### src/rtl/apb_spi_master.sv
// apb_spi_master: APB-programmed SPI master (mode 0) that issues one single-word
// remote write or read per START, framed as CMD(8) / ADDR / [dummy] / DATA, MSB first.
//
// Build option: define SPI_MASTER_IRQ_EN to add irq_o and the CTRL.IRQ_EN bit.
//
// Ports:
//   apb_pclk_i, apb_preset_i       clock, asynchronous active-high reset
//   apb_psel_i .. apb_pslverr_o    APB slave (zero wait states, pready tied 1)
//   spi_sclk_o, spi_cs_o           SPI clock (idle low), chip select (active low)
//   spi_mosi_o, spi_miso_i         SPI data out / in
//   irq_o                          (SPI_MASTER_IRQ_EN only) DONE & IRQ_EN, registered
//
// Register map (paddr[4:2]): 0x00 CTRL, 0x04 ADDR, 0x08 TXDATA, 0x0C RXDATA (RO),
// 0x10 STATUS {DONE(W1C), BUSY}, 0x14 CLKDIV. SCLK half period = CLKDIV+1 pclk.
module apb_spi_master #(
  parameter int APB_ADDR_WIDTH    = 12,
  parameter int SPI_ADDR_WIDTH    = 12,
  parameter int SPI_DATA_WIDTH    = 8,
  parameter int READ_DUMMY_CYCLES = 8,
  parameter int CLK_DIV_WIDTH     = 8
) (
  input  logic                      apb_pclk_i,
  input  logic                      apb_preset_i,
  input  logic                      apb_psel_i,
  input  logic                      apb_penable_i,
  input  logic [APB_ADDR_WIDTH-1:0] apb_paddr_i,
  input  logic                      apb_pwrite_i,
  input  logic [31:0]               apb_pwdata_i,
  output logic [31:0]               apb_prdata_o,
  output logic                      apb_pready_o,
  output logic                      apb_pslverr_o,
`ifdef SPI_MASTER_IRQ_EN
  output logic                      irq_o,
`endif
  output logic                      spi_sclk_o,
  output logic                      spi_cs_o,
  output logic                      spi_mosi_o,
  input  logic                      spi_miso_i
);

  localparam int SR_W      = 8 + SPI_ADDR_WIDTH + SPI_DATA_WIDTH;
  localparam int BITS_RD_I = SR_W + READ_DUMMY_CYCLES;
  localparam int CNT_W     = $clog2(BITS_RD_I + 1);

  localparam logic [CNT_W-1:0] BITS_WR   = CNT_W'(SR_W);
  localparam logic [CNT_W-1:0] BITS_RD   = CNT_W'(BITS_RD_I);
  localparam logic [CNT_W-1:0] DATA_BITS = CNT_W'(SPI_DATA_WIDTH);
  localparam logic [CNT_W-1:0] LAST_BIT  = CNT_W'(1);

  localparam logic [7:0] CMD_WR = 8'h02;
  localparam logic [7:0] CMD_RD = 8'h0B;

  localparam logic [2:0] OFS_CTRL   = 3'd0;
  localparam logic [2:0] OFS_ADDR   = 3'd1;
  localparam logic [2:0] OFS_TXDATA = 3'd2;
  localparam logic [2:0] OFS_RXDATA = 3'd3;
  localparam logic [2:0] OFS_STATUS = 3'd4;
  localparam logic [2:0] OFS_CLKDIV = 3'd5;

  typedef enum logic [1:0] {IDLE, SETUP, SHIFT, HOLD} state_t;

  state_t                    state, state_nx;
  logic                      ctrl_rw;
  logic                      irq_en;
  logic [SPI_ADDR_WIDTH-1:0] addr_reg;
  logic [SPI_DATA_WIDTH-1:0] tx_reg;
  logic [SPI_DATA_WIDTH-1:0] rx_reg;
  logic [SPI_DATA_WIDTH-1:0] rx_shift;
  logic [SPI_DATA_WIDTH-1:0] tx_load;
  logic [CLK_DIV_WIDTH-1:0]  clkdiv;
  logic [CLK_DIV_WIDTH-1:0]  hcnt;
  logic [SR_W-1:0]           sr;
  logic [CNT_W-1:0]          bitcnt;
  logic                      sclk;
  logic                      done;
  logic                      busy;
  logic                      tick;
  logic                      access;
  logic                      err;
  logic                      wr_en;
  logic                      start;
  logic [2:0]                reg_idx;
  logic [31:0]               rdata;
  logic                      unused_bits;

  assign unused_bits = ^{apb_paddr_i, apb_pwdata_i};

  assign reg_idx = apb_paddr_i[4:2];
  assign access  = apb_psel_i & apb_penable_i;
  assign busy    = (state != IDLE);
  assign tick    = (hcnt == clkdiv);
  assign wr_en   = access & apb_pwrite_i & ~err;
  // err already rejects CTRL writes while busy, so start only fires from IDLE
  assign start   = wr_en & (reg_idx == OFS_CTRL) & apb_pwdata_i[0];
  assign tx_load = apb_pwdata_i[1] ? '0 : tx_reg;

  always_comb begin
    err = 1'b0;
    case (reg_idx)
      OFS_CTRL, OFS_ADDR, OFS_TXDATA, OFS_CLKDIV: err = apb_pwrite_i & busy;
      OFS_RXDATA:                                 err = apb_pwrite_i;
      OFS_STATUS:                                 err = 1'b0;
      default:                                    err = 1'b1;
    endcase
  end

  always_comb begin
    rdata = '0;
    case (reg_idx)
      OFS_CTRL: begin
        rdata[1] = ctrl_rw;
        rdata[2] = irq_en;
      end
      OFS_ADDR:   rdata[SPI_ADDR_WIDTH-1:0] = addr_reg;
      OFS_TXDATA: rdata[SPI_DATA_WIDTH-1:0] = tx_reg;
      OFS_RXDATA: rdata[SPI_DATA_WIDTH-1:0] = rx_reg;
      OFS_STATUS: begin
        rdata[0] = busy;
        rdata[1] = done;
      end
      OFS_CLKDIV: rdata[CLK_DIV_WIDTH-1:0] = clkdiv;
      default:    rdata = '0;
    endcase
  end

  assign apb_prdata_o  = (access & ~apb_pwrite_i) ? rdata : '0;
  assign apb_pslverr_o = access & err;
  assign apb_pready_o  = 1'b1;

  // State register
  always_ff @(posedge apb_pclk_i or posedge apb_preset_i) begin
    if (apb_preset_i) state <= IDLE;
    else              state <= state_nx;
  end

  // Next-state logic
  always_comb begin
    state_nx = state;
    case (state)
      IDLE:  if (start) state_nx = SETUP;
      SETUP: if (tick) state_nx = SHIFT;
      // leave on the falling edge that retires the last bit
      SHIFT: if (tick && sclk && (bitcnt == LAST_BIT)) state_nx = HOLD;
      HOLD:  if (tick) state_nx = IDLE;
      default: state_nx = IDLE;
    endcase
  end

  // Outputs: cs follows the state so an asynchronous reset releases it at once
  assign spi_cs_o   = (state == IDLE);
  assign spi_sclk_o = sclk;
  assign spi_mosi_o = sr[SR_W-1];

  // Register file and shift datapath
  always_ff @(posedge apb_pclk_i or posedge apb_preset_i) begin
    if (apb_preset_i) begin
      ctrl_rw  <= 1'b0;
      irq_en   <= 1'b0;
      addr_reg <= '0;
      tx_reg   <= '0;
      rx_reg   <= '0;
      rx_shift <= '0;
      clkdiv   <= CLK_DIV_WIDTH'(1);
      hcnt     <= '0;
      sr       <= '0;
      bitcnt   <= '0;
      sclk     <= 1'b0;
      done     <= 1'b0;
    end else begin
      if (wr_en) begin
        case (reg_idx)
          OFS_CTRL: begin
            ctrl_rw <= apb_pwdata_i[1];
`ifdef SPI_MASTER_IRQ_EN
            irq_en  <= apb_pwdata_i[2];
`endif
          end
          OFS_ADDR:   addr_reg <= apb_pwdata_i[SPI_ADDR_WIDTH-1:0];
          OFS_TXDATA: tx_reg   <= apb_pwdata_i[SPI_DATA_WIDTH-1:0];
          OFS_STATUS: if (apb_pwdata_i[1]) done <= 1'b0;
          OFS_CLKDIV: clkdiv   <= apb_pwdata_i[CLK_DIV_WIDTH-1:0];
          default: ;
        endcase
      end

      if (state == IDLE || tick) hcnt <= '0;
      else                       hcnt <= hcnt + 1'b1;

      // FSM updates come after the W1C above so a same-edge DONE set wins
      case (state)
        IDLE: begin
          sclk <= 1'b0;
          if (start) begin
            sr       <= {(apb_pwdata_i[1] ? CMD_RD : CMD_WR), addr_reg, tx_load};
            bitcnt   <= apb_pwdata_i[1] ? BITS_RD : BITS_WR;
            rx_shift <= '0;
            done     <= 1'b0;
          end
        end
        SHIFT: begin
          if (tick) begin
            sclk <= ~sclk;
            if (!sclk) begin
              if (ctrl_rw && (bitcnt <= DATA_BITS))
                rx_shift <= {rx_shift[SPI_DATA_WIDTH-2:0], spi_miso_i};
            end else begin
              sr     <= {sr[SR_W-2:0], 1'b0};
              bitcnt <= bitcnt - 1'b1;
            end
          end
        end
        HOLD: begin
          if (tick) begin
            if (ctrl_rw) rx_reg <= rx_shift;
            done <= 1'b1;
          end
        end
        default: ;
      endcase
    end
  end

`ifdef SPI_MASTER_IRQ_EN
  always_ff @(posedge apb_pclk_i or posedge apb_preset_i) begin
    if (apb_preset_i) irq_o <= 1'b0;
    else              irq_o <= done & irq_en;
  end
`endif

endmodule
### config.mk
export PLATFORM = sky130hd
export DESIGN_NAME = apb_spi_master
export DESIGN_NICKNAME = d
export VERILOG_FILES = /design/src/rtl/apb_spi_master.sv
export SDC_FILE = /design/constraint.sdc
export NUM_CORES = 1
export LEC_CHECK = 0
export CORE_UTILIZATION = 53
export DETAILED_ROUTE_END_ITERATION = 6
export GPL_TIMING_DRIVEN = 0
export MAX_ROUTING_LAYER = met4
export PLACE_DENSITY = 0.81
export SLEW_MARGIN = 20
export SYNTH_ARGS = -nofsm -noshare
export SYNTH_HDL_FRONTEND = slang
export SYNTH_SLANG_ARGS = --single-unit
### constraint.sdc
create_clock -name apb_pclk_i -period 3.8 [get_ports apb_pclk_i]
set_clock_uncertainty 0.1 [all_clocks]
set_input_delay 0.57 -clock apb_pclk_i [delete_from_list [all_inputs] [get_ports apb_pclk_i]]
set_output_delay 0.57 -clock apb_pclk_i [all_outputs]
set_load 0.1 [all_outputs]
---- Yosys cells after proc, flatten, opt, wreduce, memory -nomap -nowiden ----
Cells that the tools add are included.
Widths: inputs -> output; s select.
word-level totals
  memories ................................ 0
  bits in writable memories ............... 0
  flip-flop bits (word level) ............. 91
  memory bits (read-only) ................. 0
  latch bits .............................. 0
operators by class
  bitwise operators ....................... 11
  shift operators ......................... 0
  $add $sub $neg .......................... 2
  $lt $le $gt $ge ......................... 1
  reduce and logical (&&, ||, !) cells .... 18
  equality and inequality tests ........... 18
  multipliers ............................. 0
  multiplexer cells ....................... 37
  div/mod/pow operators ................... 0
operators by type and width
  operator             number
  $mux 28              3
  $pmux 28 s2          1
  $mux 8               6
  $mux 6               4
  $pmux 5 s4           1
  $pmux 8 s2           1
  $ne 2x2->1 const B   7
  $mux 12              1
  $pmux 6 s2           1
  $pmux 1 s5           2
  $reduce_and 2->1     5
  $add 8x1->8 const B  1
  $and 1x1->1          8
  $eq 8x8->1           1
  $mux 2               4
  $mux 4               2
  $pmux 2 s4           1
  $reduce_and 4->1     2
  $eq 3x2->1 const B   2
  $eq 3x3->1 const B   2
  $eq 6x1->1 const B   1
  $le 6x4->1 const B   1
  $mux 1               6
  $pmux 1 s6           1
  16 further kinds     23

---- Logic depth before layout (Yosys ltp) ----
Gate-level depths: netlist of the first run.
  depth in word-level cells ............... 9
  gate-level depth with buffers ........... 8
  depth with buffers taken out ............ 7

---- Worst setup path after synthesis of the first run ----
No wires, ideal clock.
  path kind ............................... input to output
  start ................................... input apb_paddr_i[3]
  end ..................................... output apb_prdata_o[1]
  required time ........................... 3130 ps
  path slack .............................. -102 ps
  stages on the path ...................... 4
  arrival time ............................ 3232 ps
  path through ............................ clkbuf_1 > nor2_1 > a22oi_1 > nor3_1
between the ends
  word-level cells in the longest chain between the ends .. 3
RTL lines
  item                                line  text
  start: declaration                  26    input logic [APB_ADDR_WIDTH-1:0] apb_paddr_i,
  $eq 3x3->1 (tied with other cells)  109   case (reg_idx)
  $pmux 1 s6 *                        109
  $mux 12 *                           126   assign apb_prdata_o = (access & ~apb_pwrite_i) ? rdata : '0;
  end: declaration                    29    output logic [31:0] apb_prdata_o,
Every way passes the cells marked *; elsewhere a longest branch is shown, timed or not.

---- Worst setup path in the final report of the first run ----
  start ................................... input apb_paddr_i[4]
  end ..................................... output apb_prdata_o[1]
The elaborated chain is that of the path after synthesis.

==> results of run 1 <==
-- cell usage in the layout, fill, tap and decap left out, types with 5 or more instances in the layout --
master	instances
mux2_2	42
clkbuf_8	10
a22o_1	12
nor2_1	37
clkbuf_2	5
nand3_1	10
nand2_1	29
xor2_1	5
a22oi_1	14
mux2i_1	24
a31oi_1	18
inv_1	12
clkdlybuf4s50_1	21
and3_1	5
ha_1	8
clkbuf_1	19
xnor2_1	9
dfrtp_1	90
nor2b_1	7
o21ai_0	6
buf_2	7
and2_1	7
conb_1	21
clkdlybuf4s15_2	6
a21oi_1	32
buf_4	22
-- power by group --
part           switching, mW  internal (mW)
logic                   1.07          0.632
registers              0.232           1.25
clock network          0.329          0.321
total                   1.63           2.20
-- worst max-delay path, delay by kind of cell --
family	cells	cell delay (ns)
compound gates	1	0.16
buf+inv	3	1.68
simple gates	2	0.62
-- final timing paths --
check	from	endpoint	slack [ns]	depth (start not counted)
max	apb_paddr_i[4]	apb_prdata_o[1]	0.09	6
min	sr[22]	sr[22]	0.41	1
max reg2reg	state[0]	sr[19]	1.15	8
min reg2reg	sr[22]	sr[22]	0.41	1
max in group asynchronous	apb_preset_i	sr[7]	2.50	3
min in group asynchronous	apb_preset_i	clkdiv[3]	0.48	2
-- metal layers --
layer  part of all wire  wire length (um)
met1               0.42              4747
met2               0.49              5560
met3              0.061               686
met4              0.028               312
met5                  0                 0
-- Yosys cell counts, types with 5 or more instances --
master,number,area (sq um)
mux2_2,42,473.0
buf_2,7,35.03
mux2i_1,24,240.2
xnor2_1,9,78.83
nand2_1,29,108.9
inv_1,13,48.80
clkbuf_1,16,60.06
and3_1,5,31.28
and2_1,7,43.79
a22oi_1,14,105.1
nor2_1,37,138.9
dfrtp_1,90,2252
a22o_1,12,105.1
xor2_1,5,43.79
o21ai_0,6,30.03
ha_1,8,100.1
nand3_1,10,50.05
a31oi_1,18,112.6
buf_4,22,165.2
a21oi_1,32,160.2
nor3_1,5,25.02
nor2b_1,7,43.79
-- kinds of logic after synthesis --
kind of cell | share of synthesized area
compound gates | 0.1422
xor+xnor | 0.02547
fa+ha+maj | 0.02079
buf+inv | 0.06575
flops | 0.4732
mux | 0.1528
other cells | 0.001560
simple gates | 0.1182
-- area by class of cell --
cell class,count,share of cell area
multi-input cells,326,0.4121
flip-flops and latches,91,0.4089
repair buffers,35,0.06310
plain buffers,47,0.04806
clock buffers,13,0.02672
well taps,108,0.02425
inverters,13,0.009207
clock inverters,3,0.007186
diodes,1,0.0004491
-- timing repair --
action	CTS	global route
pin swaps	0	0
gates resized for setup	26	9
endpoints found under the setup margin	12	6
==> impl_metrics.py, run 1 <==
metrics = {
    "status": {
        "status": "complete, no violations",
    },
    "layout": {
        "fin_nets": 581,
        "nFillCells": 715,
        "drive_above_1_share": 0.1989,
        "layout.cells.non_filler": 637,
        "utilization": 0.6358,
        "fin_area_sq_mm": 0.005572,
        "seq_area_sq_mm": 0.002278,
        "multi_input_area_sq_mm": 0.002296,
        "syn_to_final_growth_pct": 15.72,
        "largest_register_ffs": 28,
    },
    "power_and_ir_drop": {
        "leakagePower_nw": 2.490,
        "total_power_mw": 3.825,
        "cellPowerDensity_mw_per_mm2": 686.6,
        "peakVddDrop_v": 0.0003697,
    },
    "yosys": {
        "async_flop_share": 1.000,
        "yosysSeqAreaShare": 0.4732,
        "ys.warnings.count": 1,
        "yosys_register_bits": 91,
        "synth.avg_cell_area_sq_um": 10.51,
        "synthFlopType": "dfrtp_1",
        "syn_inst": 458,
        "syn-cell-area_sq_mm": 0.004815,
        "synth_cell_type_count": 50,
        "synth-edff-count": 0,
    },
    "floorplan": {
        "die_x_um": 97.31,
        "placementRows": 34,
        "io_pins": 87,
        "fp.dieH_um": 97.31,
        "dieArea_sq_mm": 0.009469,
        "initial_core_util": 0.5494,
        "coreArea_sq_mm": 0.008763,
    },
    "worst_setup_path": {
        "path_cells": "clkdlybuf4s50_1, inv_1, nor2_1, a22oi_1, nor3_2, dlygate4sd2_1",
        "path_max_fanout": 8,
        "critical_path_class": "in2out",
        "cp-start-kind": "primary input",
        "cp.arrival_ns": 3.04,
        "cp_slowest_cell": "dlygate4sd2_1",
        "slowest_delay_ns": 0.88,
        "end_kind": "primary output",
        "required_ns": 3.13,
    },
    "sta": {
        "hold_ws_ns": 0.4123,
        "setup_ws_ns": 0.09238,
        "layout_worst_path_cycle_share": 0.9757,
        "rsz0062_at_grt": "no",
        "tns_ns": 0,
        "setup_viol": 0,
        "final-hold-violation-count": 0,
        "slew_headroom": 0.3126,
        "finalWorstPathRequiredPeriod_ns": 3.708,
        "worst_pin_slew_ns": 1.023,
        "slew_viol_final": 0,
        "fmaxAchievable_ghz": 0.2697,
    },
    "drt": {
        "firstDrtPassIters": 5,
        "antenna_left": 0,
        "routed_wl_um": 11310,
        "wl_per_cell_um": 17.75,
        "avgViaCountPerCell": 5.862,
        "drc": 0,
        "num_vias": 3734,
        "drtIter0Drc": 286,
    },
    "global_route": {
        "grtUsageMet3": 0.05036,
        "grt_max_degree": 59,
        "grtUsageMet2": 0.4139,
        "antenna_found_initial": 1,
        "grt_pass1_vias": 3761,
        "grt_pass1_wl_um": 18870,
        "grt_overflow": 0,
        "grt_busiest_layer": "met2",
        "use_met1": 0.3247,
        "gr-usage-all-layers": 0.2564,
    },
    "clocking": {
        "cts_hold_buf": 0,
        "numCtsBuffers": 9,
        "clockRootBuffer": "clkbuf_8",
        "clk_latency_ns": 0.35,
        "cts_buffer_depth": 2,
        "path_clk_slew_ns": 0.09,
        "cts_setup_buffers": 0,
        "cts-htree-levels": 3,
        "cts.sink_count": 91,
        "cts_tree": "built",
    },
    "place": {
        "gp_congestion": 0.9453,
        "dpl.cell_count": 620,
        "placed_cell_area_sq_mm": 0.005396,
        "hpwl_um": 8253,
        "port_buffers": 34,
        "post-place-ws_ns": -0.3102,
    },
    "run": {
        "cap_violations": 0,
    },
    "min_path": {
        "hold_path.class": "reg2reg",
    },
}
Note: power is estimated with default switching activity, not from simulation.
==> run 2: changes to the inputs <==
--- a/config.mk
+++ b/config.mk
@@ -6,6 +6,7 @@
 export NUM_CORES = 1
 export LEC_CHECK = 0
 export CORE_UTILIZATION = 53
+export CTS_CLUSTER_DIAMETER = 50
 export DETAILED_ROUTE_END_ITERATION = 6
 export GPL_TIMING_DRIVEN = 0
 export MAX_ROUTING_LAYER = met4
==> results of run 2 <==
The final DEF is identical to that of run 1; final timing and power are the same.
